--- src/rtl/median_scan_ctrl.sv ---
// rtl/median_scan_ctrl.sv - raster scan controller feeding 3x3 windows to a median datapath
module median_scan_ctrl #(
    parameter int IMG_W = 640,
    parameter int IMG_H = 480,
    parameter int AW    = 19
) (
    input  logic          clk,
    input  logic          rst,
    input  logic          start,
    output logic          busy,
    output logic          done,
    output logic          rd_en,
    output logic [AW-1:0] rd_addr,
    input  logic [7:0]    rd_data,
    output logic          pix_we,
    output logic [3:0]    pix_idx,
    output logic [7:0]    pix_data,
    output logic          win_valid,
    input  logic          med_valid,
    input  logic [7:0]    med_data,
    output logic          wr_en,
    output logic [AW-1:0] wr_addr,
    output logic [7:0]    wr_data,
    input  logic          wr_ready
);

    localparam int XW = (IMG_W > 1) ? $clog2(IMG_W) : 1;
    localparam int YW = (IMG_H > 1) ? $clog2(IMG_H) : 1;
    localparam logic [XW-1:0] X_MAX = XW'(IMG_W - 1);
    localparam logic [YW-1:0] Y_MAX = YW'(IMG_H - 1);
    localparam logic [AW-1:0] W_A   = AW'(IMG_W);

    typedef enum logic [2:0] {
        IDLE,
        FETCH,
        LOAD,
        WAIT,
        WRITE,
        FIN
    } state_t;

    state_t        state;
    logic [XW-1:0] x;
    logic [YW-1:0] y;
    logic [3:0]    tap;

    logic [XW-1:0] next_x;
    logic [YW-1:0] next_y;
    logic          last_pix;

    // Tap k sits at (k/3-1, k%3-1) around (px,py); edges replicate the border pixel.
    function automatic logic [AW-1:0] tap_addr(input logic [XW-1:0] px,
                                               input logic [YW-1:0] py,
                                               input logic [3:0]    k);
        logic [XW-1:0] cx;
        logic [YW-1:0] cy;
        cx = px;
        cy = py;
        case (k)
            4'd0, 4'd3, 4'd6: if (px != '0) cx = px - 1'b1;
            4'd2, 4'd5, 4'd8: if (px != X_MAX) cx = px + 1'b1;
            default: ;
        endcase
        case (k)
            4'd0, 4'd1, 4'd2: if (py != '0) cy = py - 1'b1;
            4'd6, 4'd7, 4'd8: if (py != Y_MAX) cy = py + 1'b1;
            default: ;
        endcase
        return AW'(cy) * W_A + AW'(cx);
    endfunction

    always_comb begin
        last_pix = (x == X_MAX) && (y == Y_MAX);
        next_x   = x + 1'b1;
        next_y   = y;
        if (x == X_MAX) begin
            next_x = '0;
            next_y = y + 1'b1;
        end
    end

    always_ff @(posedge clk) begin
        if (rst) begin
            state     <= IDLE;
            x         <= '0;
            y         <= '0;
            tap       <= '0;
            busy      <= 1'b0;
            done      <= 1'b0;
            rd_en     <= 1'b0;
            rd_addr   <= '0;
            pix_we    <= 1'b0;
            pix_idx   <= '0;
            pix_data  <= '0;
            win_valid <= 1'b0;
            wr_en     <= 1'b0;
            wr_addr   <= '0;
            wr_data   <= '0;
        end else begin
            // The source answers each read by the following edge, so the tap
            // strobe simply trails rd_en by one cycle.
            pix_we    <= rd_en;
            if (rd_en) begin
                pix_idx  <= tap;
                pix_data <= rd_data;
            end
            done      <= 1'b0;
            win_valid <= 1'b0;

            case (state)
                IDLE: begin
                    if (start) begin
                        x       <= '0;
                        y       <= '0;
                        tap     <= '0;
                        busy    <= 1'b1;
                        rd_en   <= 1'b1;
                        rd_addr <= tap_addr(XW'(0), YW'(0), 4'd0);
                        state   <= FETCH;
                    end
                end
                FETCH: begin
                    if (tap == 4'd8) begin
                        rd_en <= 1'b0;
                        state <= LOAD;
                    end else begin
                        tap     <= tap + 4'd1;
                        rd_addr <= tap_addr(x, y, tap + 4'd1);
                    end
                end
                LOAD: begin
                    win_valid <= 1'b1;
                    state     <= WAIT;
                end
                WAIT: begin
                    if (med_valid) begin
                        wr_data <= med_data;
                        wr_addr <= AW'(y) * W_A + AW'(x);
                        wr_en   <= 1'b1;
                        state   <= WRITE;
                    end
                end
                WRITE: begin
                    if (wr_ready) begin
                        wr_en <= 1'b0;
                        if (last_pix) begin
                            busy  <= 1'b0;
                            done  <= 1'b1;
                            state <= FIN;
                        end else begin
                            x       <= next_x;
                            y       <= next_y;
                            tap     <= '0;
                            rd_en   <= 1'b1;
                            rd_addr <= tap_addr(next_x, next_y, 4'd0);
                            state   <= FETCH;
                        end
                    end
                end
                FIN: begin
                    state <= IDLE;
                end
                default: begin
                    state <= IDLE;
                end
            endcase
        end
    end

endmodule

--- config.mk ---
export PLATFORM = sky130hd
export DESIGN_NAME = median_scan_ctrl
export DESIGN_NICKNAME = d
export VERILOG_FILES = /design/src/rtl/median_scan_ctrl.sv
export SDC_FILE = /design/constraint.sdc
export NUM_CORES = 1
export LEC_CHECK = 0
export BUFFER_PORTS_ARGS = -buffer_cell sky130_fd_sc_hd__buf_2
export CAP_MARGIN = 15
export CORE_UTILIZATION = 60
export DETAILED_ROUTE_END_ITERATION = 16
export GPL_TIMING_DRIVEN = 0
export PLACE_DENSITY = 0.81
export SLEW_MARGIN = 0
export SYNTH_ARGS = -nofsm -noshare
export SYNTH_HDL_FRONTEND = slang
export SYNTH_SLANG_ARGS = --single-unit
--- constraint.sdc ---
create_clock -name clk -period 6.76 [get_ports clk]
set_input_delay 1.014 -clock clk [delete_from_list [all_inputs] [get_ports clk]]
set_output_delay 1.014 -clock clk [all_outputs]
set_load 0.01 [all_outputs]
==> impl_metrics.toml, run 1 <==
[setup_path]
cp-end-kind = "register"
regToRegSetupSlack_ns = 0.44
r2r.worst_path.cells = 22
reg2reg_from = "y[0]"
worstPathMaxFanout = 10
setup.worst_path.start = "y[0]"
cp_cell_sequence = "clkbuf_1 > inv_1 > ha_1 > clkbuf_1 > or3_1 > nor4_1 > o211a_1 > and3_4 > or2_1 > nor2_1 > xnor2_1 > ha_1 > ha_1 > fa_1 > inv_1 > nor4_1 > o211ai_1 > o31a_1 > a211oi_1 > xnor2_1 > a221oi_1 > nor3_1"
worstPathRequired_ns = 6.98
cp_common_cell = "ha_1"
max_stage_delay_ns = 0.51
cp_data_arrival_time_ns = 6.54
worst_path_max_delay_cell = "fa_1"
start_kind = "register"
crit_type = "reg -> reg"

[route]
drc = 0
first_pass_iters = 6
vias = 7768
finalWirelength_um = 21800
ant_nets = 0
vias_per_cell = 6.16
wl_per_cell_um = 17.3
drt_iter0_markers = 736

[synth]
ys.flop_type = "dfxtp_1"
synth_top_family_by_area = "simple AND/OR/NAND/NOR gates"
ys_seq_area_frac = 0.238
synth_cells = 995
synthMuxAreaShare = 0.0324
async_flop_share = 0
yosysWarnings = 0
avgSynthCellArea_um2 = 7.60
synth_fa_ha_area_frac = 0.118
synth-simple-area-share = 0.261
synth_edf_count = 0
syn_nets = 1083
synth.cell_area_um2 = 7560
ys_ff_latch = 90
synthXorXnorAreaFrac = 0.0723
synth_compound_area_frac = 0.227
ys_types = 81

[clocking]
root_buffer = "clkbuf_16"
cts_tree = "built"
cts_hold_buf = 0
clk_latency_ns = 0.36
cts_buffers = 9
clock_path_buffers = 2
cts_setup_buffers = 0
cts_resized = 0
cts_max_level = 3
clk_pin_slew_ns = 0.07
cts.sink_count = 90

[timing]
fin_crit_sh = 0.935
setup_viol = 0
setup_tns_ns = 0
post-route-min-period_ns = 6.32
fmax_ghz = 0.158
final-max-slew-violation-count = 0
rsz0062_at_grt = "false"
finalHoldViolations = 0
slew_headroom = 0.402
tightest_slew_ns = 0.889
skew_ns = 0.00954

[placed_design]
dp_hpwl_um = 16700
gp_congestion = 0.998
io_buffers = 83

[worst_hold_path]
hold_class = "reg -> reg"
hold_depth = 2
worstHoldStart = "wr_data[6]"

[global_routing]
antenna_found_initial = 0
grt_usage = 0.340
grt_pass1_wl_um = 35200
grt_max_degree = 17
grt_pass1_vias = 6993
overflow = 0

[floorplanning]
start_util = 0.622
dieWidth_um = 114
die_y_um = 114
die-area_um2 = 13100
placementRows = 40
pin_count = 85
coreArea_um2 = 12200

[run_status]
status = "complete, no violations"

[layout]
fillers = 1109
antenna_cells = 0
multi_input_area_um2 = 5380
area_growth_pct = 12.0
layout-drive-gt1-share = 0.130
seqCellArea_um2 = 1800
final_nets = 1177

[pwr]
power_mw = 1.47
ir_drop_uv = 180
power.density_nw_per_um2 = 174
p_leak_nw = 3.51

[flow_run]
maxCapViolations = 0
==> area by class of cell <==
type,instances,share of cell area
clock inverter,6,0.00591
inverter,24,0.0106
sequential,90,0.213
buffer,72,0.0346
clock buffer,10,0.0270
timing repair buffer,83,0.0491
multi-input combinational,809,0.635
tap,168,0.0248
==> path summary, 6_finish.rpt <==
path | end
min reg2reg | wr_data[6]
max | rd_addr[17]
min | wr_data[6]
max reg2reg | rd_addr[17]
==> Yosys cell counts, drive strengths merged (6+ instances only) <==
library cell    n  area, µm²
nor2          118        443
nand2         104        393
a21oi          90        450
dfxtp          90       1800
ha             61        763
o21ai          55        275
clkbuf         54        203
xnor2          36        315
nor3           34        175
nand3          28        140
inv            24       90.1
xor2           23        209
mux2i          21        223
nor4           19        161
buf            18       90.1
a211oi         15        118
or3            13       81.3
a221oi         12        111
and3           12       80.1
nor2b          11       68.8
a311oi         10       87.6
nand2b         10       62.6
a21o            9       67.6
o221ai          8       70.1
nand4b          7       61.3
o211ai          7       52.6
o21a            7       52.6
or2             7       43.8
fa              6        120
nor3b           6       45.0
==> worst max-delay path: cells and delay by family, from the launching register on <==
kind / cells / cell delay, ns
compound gates: 5 / 1.31
fa+ha+maj: 4 / 1.40
buf+inv: 4 / 0.91
simple gates: 7 / 1.59
xor+xnor: 2 / 0.56
flops: 1 / 0.41
==> power breakdown <==
group	switching (mW)	internal [mW]	total, mW	leakage (nW)
combinational	0.256	0.126	0.383	2.65
sequential	0.0289	0.577	0.606	0.731
clock	0.229	0.253	0.482	0.130
==> logic make-up after synthesis <==
| logic type | after synthesis |
|---|---|
| DFF | 90 |
| muxes | 23 |
| AOI/OAI and AO/OA | 263 |
| buffers and inverters | 96 |
| xor gates and xnor gates | 60 |
| and+or+nand+nor | 395 |
| adders and majority gates | 68 |
==> state kept, by name, summed over array words and instances, names as in the netlist <==
| signal | cells |
|---|---|
| rd_addr | 19 |
| wr_addr | 19 |
| x | 10 |
| y | 9 |
| pix_data | 8 |
| wr_data | 8 |
| pix_idx | 4 |
| tap | 4 |
| state | 3 |
| busy | 1 |
| done | 1 |
| pix_we | 1 |
| rd_en | 1 |
| win_valid | 1 |
| wr_en | 1 |
==> through the flow <==
| step | hold slack, ns | worst slack [ns] | instances | instance area (µm²) | utilization |
|---|---|---|---|---|---|
| after global placement | 0.436 | 0.569 | 1246 | 8190 | 0.673 |
| after floorplan | 0.476 | 1.43 | 995 | 7560 | - |
| after CTS | 0.453 | 0.439 | 1262 | 8470 | 0.696 |
| after detailed placement | 0.444 | 0.482 | 1246 | 8190 | 0.673 |
| final | 0.451 | 0.436 | 1262 | 8470 | 0.696 |
| after global routing | 0.466 | 0.0223 | 1262 | 8470 | 0.696 |
==> cell usage in the layout, fill, tap and decap left out, types with 15 or more instances in the layout <==
cell / synthesis / final
nor2_1: 118 / 118
nand2_1: 103 / 103
buf_2: 15 / 98
a21oi_1: 90 / 90
dfxtp_1: 90 / 90
ha_1: 61 / 61
clkbuf_1: 54 / 55
o21ai_0: 55 / 55
xnor2_1: 36 / 36
nor3_1: 33 / 33
nand3_1: 28 / 28
inv_1: 24 / 24
xor2_1: 22 / 22
mux2i_1: 20 / 20
nor4_1: 15 / 15
==> layer usage <==
metal | vias to the layer above | global-route usage | share of wire
met4 | 0 | 0.137 | 0.036
li1 | 3792 | - | -
met1 | 3553 | 0.444 | 0.44
met2 | 363 | 0.546 | 0.44
met3 | 60 | 0.0731 | 0.081
met5 | - | 0 | 0
(Power assumes the default switching activity.)
==> run 2: changes to the inputs <==
--- a/config.mk
+++ b/config.mk
@@ -7,10 +7,12 @@
 export LEC_CHECK = 0
 export BUFFER_PORTS_ARGS = -buffer_cell sky130_fd_sc_hd__buf_2
 export CAP_MARGIN = 15
+export CORE_ASPECT_RATIO = 2
 export CORE_UTILIZATION = 60
 export DETAILED_ROUTE_END_ITERATION = 16
 export GPL_TIMING_DRIVEN = 0
 export PLACE_DENSITY = 0.81
+export SKIP_CTS_REPAIR_TIMING = 1
 export SLEW_MARGIN = 0
 export SYNTH_ARGS = -nofsm -noshare
 export SYNTH_HDL_FRONTEND = slang
==> impl_metrics.toml, run 2 (synthesis gave the netlist of run 1 again) <==
[timing]
fmax_ghz = 0.153
slew_headroom = 0.425
fin_hold_ws_ns = 0.449
skew_ns = 0.0105
final.setup.worst_slack_ns = 0.232
setup_viol = 0
finalHoldViolations = 0
fin_crit_sh = 0.966
final-max-slew-violation-count = 0
post-route-min-period_ns = 6.53
tightest_slew_ns = 0.863
rsz0062_at_grt = "false"
setup_tns_ns = 0

[layout]
area_growth_pct = 12.1
final_common_cell = "nor2_1"
layout-drive-gt1-share = 0.134
top_regs = "rd_addr: 19 flops, wr_addr: 19 flops, x: 10 flops"
final_cell_area_um2 = 8480
layout_common_cells = "118 x nor2_1, 103 x nand2_1, 98 x buf_2"
fillers = 1095
stdcell_count = 1241
final_nets = 1177
antenna_cells = 0
final_util = 0.695

[clocking]
cts.sink_count = 90
root_buffer = "clkbuf_16"
cts_tree = "built"
clk_pin_slew_ns = 0.08
clk_latency_ns = 0.36
clock_path_buffers = 2
cts_max_level = 3
cts_buffers = 9

[setup_path]
r2r_end = "rd_addr[17]"
cp_data_arrival_time_ns = 6.76
worstPathRequired_ns = 6.99
crit_type = "reg -> reg"
max_stage_delay_ns = 0.59
start_kind = "register"
regToRegSetupSlack_ns = 0.23
worstPathMaxFanout = 10
cp_common_cell = "ha_1"
setup.worst_path.start = "y[0]"
r2r.worst_path.cells = 22
cp_cell_sequence = "clkbuf_2 > inv_1 > ha_1 > clkbuf_1 > or3_1 > nor4_1 > o211a_1 > and3_4 > or2_1 > nor2_1 > xnor2_2 > ha_1 > ha_1 > fa_1 > inv_1 > nor4_2 > o211ai_1 > o31a_1 > a211oi_1 > xnor2_1 > a221oi_1 > nor3_1"
reg2reg_from = "y[0]"
cp-end-kind = "register"
critPathCapture = "rd_addr[17]"
worst_path_max_delay_cell = "fa_1"

[floorplanning]
dieWidth_um = 81.4
start_util = 0.620
placementRows = 57
die_y_um = 161
coreArea_um2 = 12200
die-area_um2 = 13100
pin_count = 85

[placed_design]
post-place-ws_ns = -0.146
gp_congestion = 0.987
dpl.cell_count = 1225
io_buffers = 83
dp_hpwl_um = 18600
post_dp_cell_area_um2 = 8160

[flow_run]
maxCapViolations = 0

[route]
wl_per_cell_um = 19.1
vias_per_cell = 6.42
drt_iter0_markers = 571
drc = 0
finalWirelength_um = 23700
vias = 7963
ant_nets = 0
first_pass_iters = 6

[worst_hold_path]
hold_class = "reg -> reg"

[pwr]
ir_drop_uv = 234
power.density_nw_per_um2 = 179
p_leak_nw = 3.55
power_mw = 1.52

[global_routing]
grt_max_degree = 20
antenna_found_initial = 0
grt_usage = 0.374
overflow = 0
grt_pass1_vias = 7665
grt_pass1_wl_um = 37400

[run_status]
status = "complete, no violations"
run 2: cell types whose count changed in the layout (fill, tap and decap cells not counted), sizes merged:
cell / change
clkinvlp: -2
clkbuf: -1
inv: +3
run 2: worst max-delay path, delay by kind of cell (launching register included):
kind                       cells  cell delay (ns)
and+or+nand+nor                7             1.74
AOI/OAI and AO/OA              5             1.49
adders and majority gates      4             1.45
buffers and inverters          4             0.78
xor gates and xnor gates       2             0.50
DFF                            1             0.43
run 2: how the worst min path moves through the flow:
stage           startpoint           to  slack, ns  cells after the start
5_1_grt         wr_addr[6]   wr_addr[6]       0.48                      2
4_1_cts        wr_addr[10]  wr_addr[10]       0.45                      2
2_1_floorplan  wr_addr[10]  wr_addr[10]       0.48                      2
3_5_place_dp   wr_addr[10]  wr_addr[10]       0.44                      2
6_report       wr_addr[10]  wr_addr[10]       0.45                      2
3_3_place_gp   wr_addr[11]  wr_addr[11]       0.44                      2
run 2: cell type report:
type | instances | area, µm² | share of cell area
plain buffers | 72 | 294 | 0.0347
clock buffers | 9 | 225 | 0.0266
clock inverters | 7 | 76.3 | 0.00900
inverters | 24 | 90.1 | 0.0106
multi-input cells | 809 | 5390 | 0.636
flip-flops and latches | 90 | 1800 | 0.213
well taps | 147 | 184 | 0.0217
repair buffers | 83 | 415 | 0.0490
run 2: where the power goes:
part           switching (mW)  internal [mW]  leakage [nW]
Sequential             0.0273          0.576         0.731
Clock                   0.253          0.265         0.149
Combinational           0.269          0.127          2.67
run 2: per-layer routing:
| layer | wire [µm] | GRT usage | vias up |
|---|---|---|---|
| met2 | 12300 | 0.664 | 365 |
| met1 | 8320 | 0.375 | 3689 |
| met3 | 1330 | 0.0602 | 124 |
| met4 | 1770 | 0.274 | 0 |
| met5 | 0 | 0 | - |
| li1 | - | - | 3785 |
==> run 3: changes to the inputs <==
--- a/config.mk
+++ b/config.mk
@@ -8,10 +8,10 @@
 export BUFFER_PORTS_ARGS = -buffer_cell sky130_fd_sc_hd__buf_2
 export CAP_MARGIN = 15
 export CORE_ASPECT_RATIO = 2
-export CORE_UTILIZATION = 60
+export CORE_UTILIZATION = 65
 export DETAILED_ROUTE_END_ITERATION = 16
 export GPL_TIMING_DRIVEN = 0
-export PLACE_DENSITY = 0.81
+export PLACE_DENSITY = 0.87
 export SKIP_CTS_REPAIR_TIMING = 1
 export SLEW_MARGIN = 0
 export SYNTH_ARGS = -nofsm -noshare
==> constraint.sdc (replaced) <==
create_clock -name clk -period 8.4 [get_ports clk]
set_input_delay 1.26 -clock clk [delete_from_list [all_inputs] [get_ports clk]]
set_output_delay 1.26 -clock clk [all_outputs]
set_load 0.01 [all_outputs]
==> impl_metrics.toml, run 3 (synthesis gave the netlist of run 1 again) <==
[route]
finalWirelength_um = 24300
vias_per_cell = 6.54
wl_met1_um = 8300
first_pass_iters = 6
vias = 8086
wl_per_cell_um = 19.6
top_layer_used = "met4"
drc = 0
met2_length_um = 12400
met3_length_um = 1650
ant_nets = 0
drt_iter0_markers = 856

[layout]
fillers = 955
area_growth_pct = 11.7
top_regs = "rd_addr: 19 flops, wr_addr: 19 flops, x: 10 flops"
layout_common_cells = "118 x nor2_1, 103 x nand2_1, 98 x buf_2"
layout-drive-gt1-share = 0.131
final_common_cell = "nor2_1"
antenna_cells = 0
stdcell_count = 1236
final_nets = 1177

[timing]
finalHoldViolations = 0
skew_ns = 0.00788
final-max-slew-violation-count = 0
fmax_ghz = 0.149
setup_viol = 0
tightest_slew_ns = 0.857
rsz0062_at_grt = "false"
fin_crit_sh = 0.798
post-route-min-period_ns = 6.70
setup_tns_ns = 0
slew_headroom = 0.429

[clocking]
clk_latency_ns = 0.35
clk_pin_slew_ns = 0.07
root_buffer = "clkbuf_16"
cts_buffers = 9
clock_path_buffers = 2
cts_max_level = 3
cts.sink_count = 90
cts_tree = "built"

[global_routing]
overflow = 0
grt_usage = 0.407
grt_max_degree = 19
grt_pass1_vias = 7771
grt_pass1_wl_um = 38500
antenna_found_initial = 0

[placed_design]
gp_congestion = 0.991
dpl.cell_count = 1220
dp_hpwl_um = 18700
io_buffers = 83

[floorplanning]
start_util = 0.670
placementRows = 55
dieWidth_um = 78.3
die_y_um = 155
die-area_um2 = 12100
coreArea_um2 = 11300
pin_count = 85

[setup_path]
worstPathRequired_ns = 8.62
cp-end-kind = "register"
max_stage_delay_ns = 0.51
worst_path_max_delay_cell = "fa_1"
worstPathMaxFanout = 10
start_kind = "register"
cp_data_arrival_time_ns = 6.92
cp_cell_sequence = "clkbuf_1 > inv_1 > ha_1 > clkbuf_1 > or3_1 > nor4_1 > o211a_1 > and3_4 > or2_1 > nor2_1 > xnor2_1 > ha_1 > ha_1 > fa_1 > inv_1 > nor4_1 > o211ai_1 > o31a_1 > a211oi_1 > xnor2_1 > a221oi_1 > nor3_1"
cp_common_cell = "ha_1"
crit_type = "reg -> reg"

[pwr]
ir_drop_uv = 213
power.density_nw_per_um2 = 144
p_leak_nw = 3.52
power_mw = 1.22

[run_status]
status = "complete, no violations"

[flow_run]
maxCapViolations = 0

[worst_hold_path]
hold_class = "reg -> reg"
## run 3: worst max-delay path: cells and delay by family, from the launching register on
kind	cells	cell delay (ns)
buffers and inverters	4	0.91
AOI/OAI and AO/OA	5	1.45
xor gates and xnor gates	2	0.66
DFF	1	0.45
adders and majority gates	4	1.42
and+or+nand+nor	7	1.68
## run 3: worst paths after layout
check,from,end,slack [ns],cells after the start
max reg2reg,y[0],rd_addr[17],1.70,22
min reg2reg,wr_addr[11],wr_addr[11],0.45,2
max,y[0],rd_addr[17],1.70,22
min,wr_addr[11],wr_addr[11],0.45,2
## run 3: report_power, final
group          internal [mW]  switching, mW  leakage (nW)
Clock                  0.209          0.200         0.138
Sequential             0.464         0.0228         0.731
Combinational          0.102          0.221          2.65
Total                  0.775          0.444          3.52
## run 3: cell type report
class	instances	area, µm²	area share
Clock inverter	7	68.8	0.00814
Timing Repair Buffer	83	415	0.0492
Sequential cell	90	1800	0.213
Tap cell	142	178	0.0210
Buffer	72	293	0.0346
Inverter	24	90.1	0.0107
Clock buffer	9	225	0.0267
Multi-Input combinational cell	809	5380	0.637
## run 3: through the flow
stage          utilization  area (µm²)  hold slack, ns  setup WS [ns]
2_1_floorplan            -        7560           0.476           3.07
3_3_place_gp         0.723        8160           0.439           1.82
3_5_place_dp         0.723        8160           0.445           1.78
4_1_cts              0.749        8450           0.454           1.76
5_1_grt              0.749        8450           0.475           1.37
6_report             0.749        8450           0.453           1.70
## run 3: per-layer routing
layer,GRT usage,vias to the layer above
met5,0,-
met4,0.314,0
met3,0.0684,135
met2,0.738,437
met1,0.401,3721
li1,-,3793
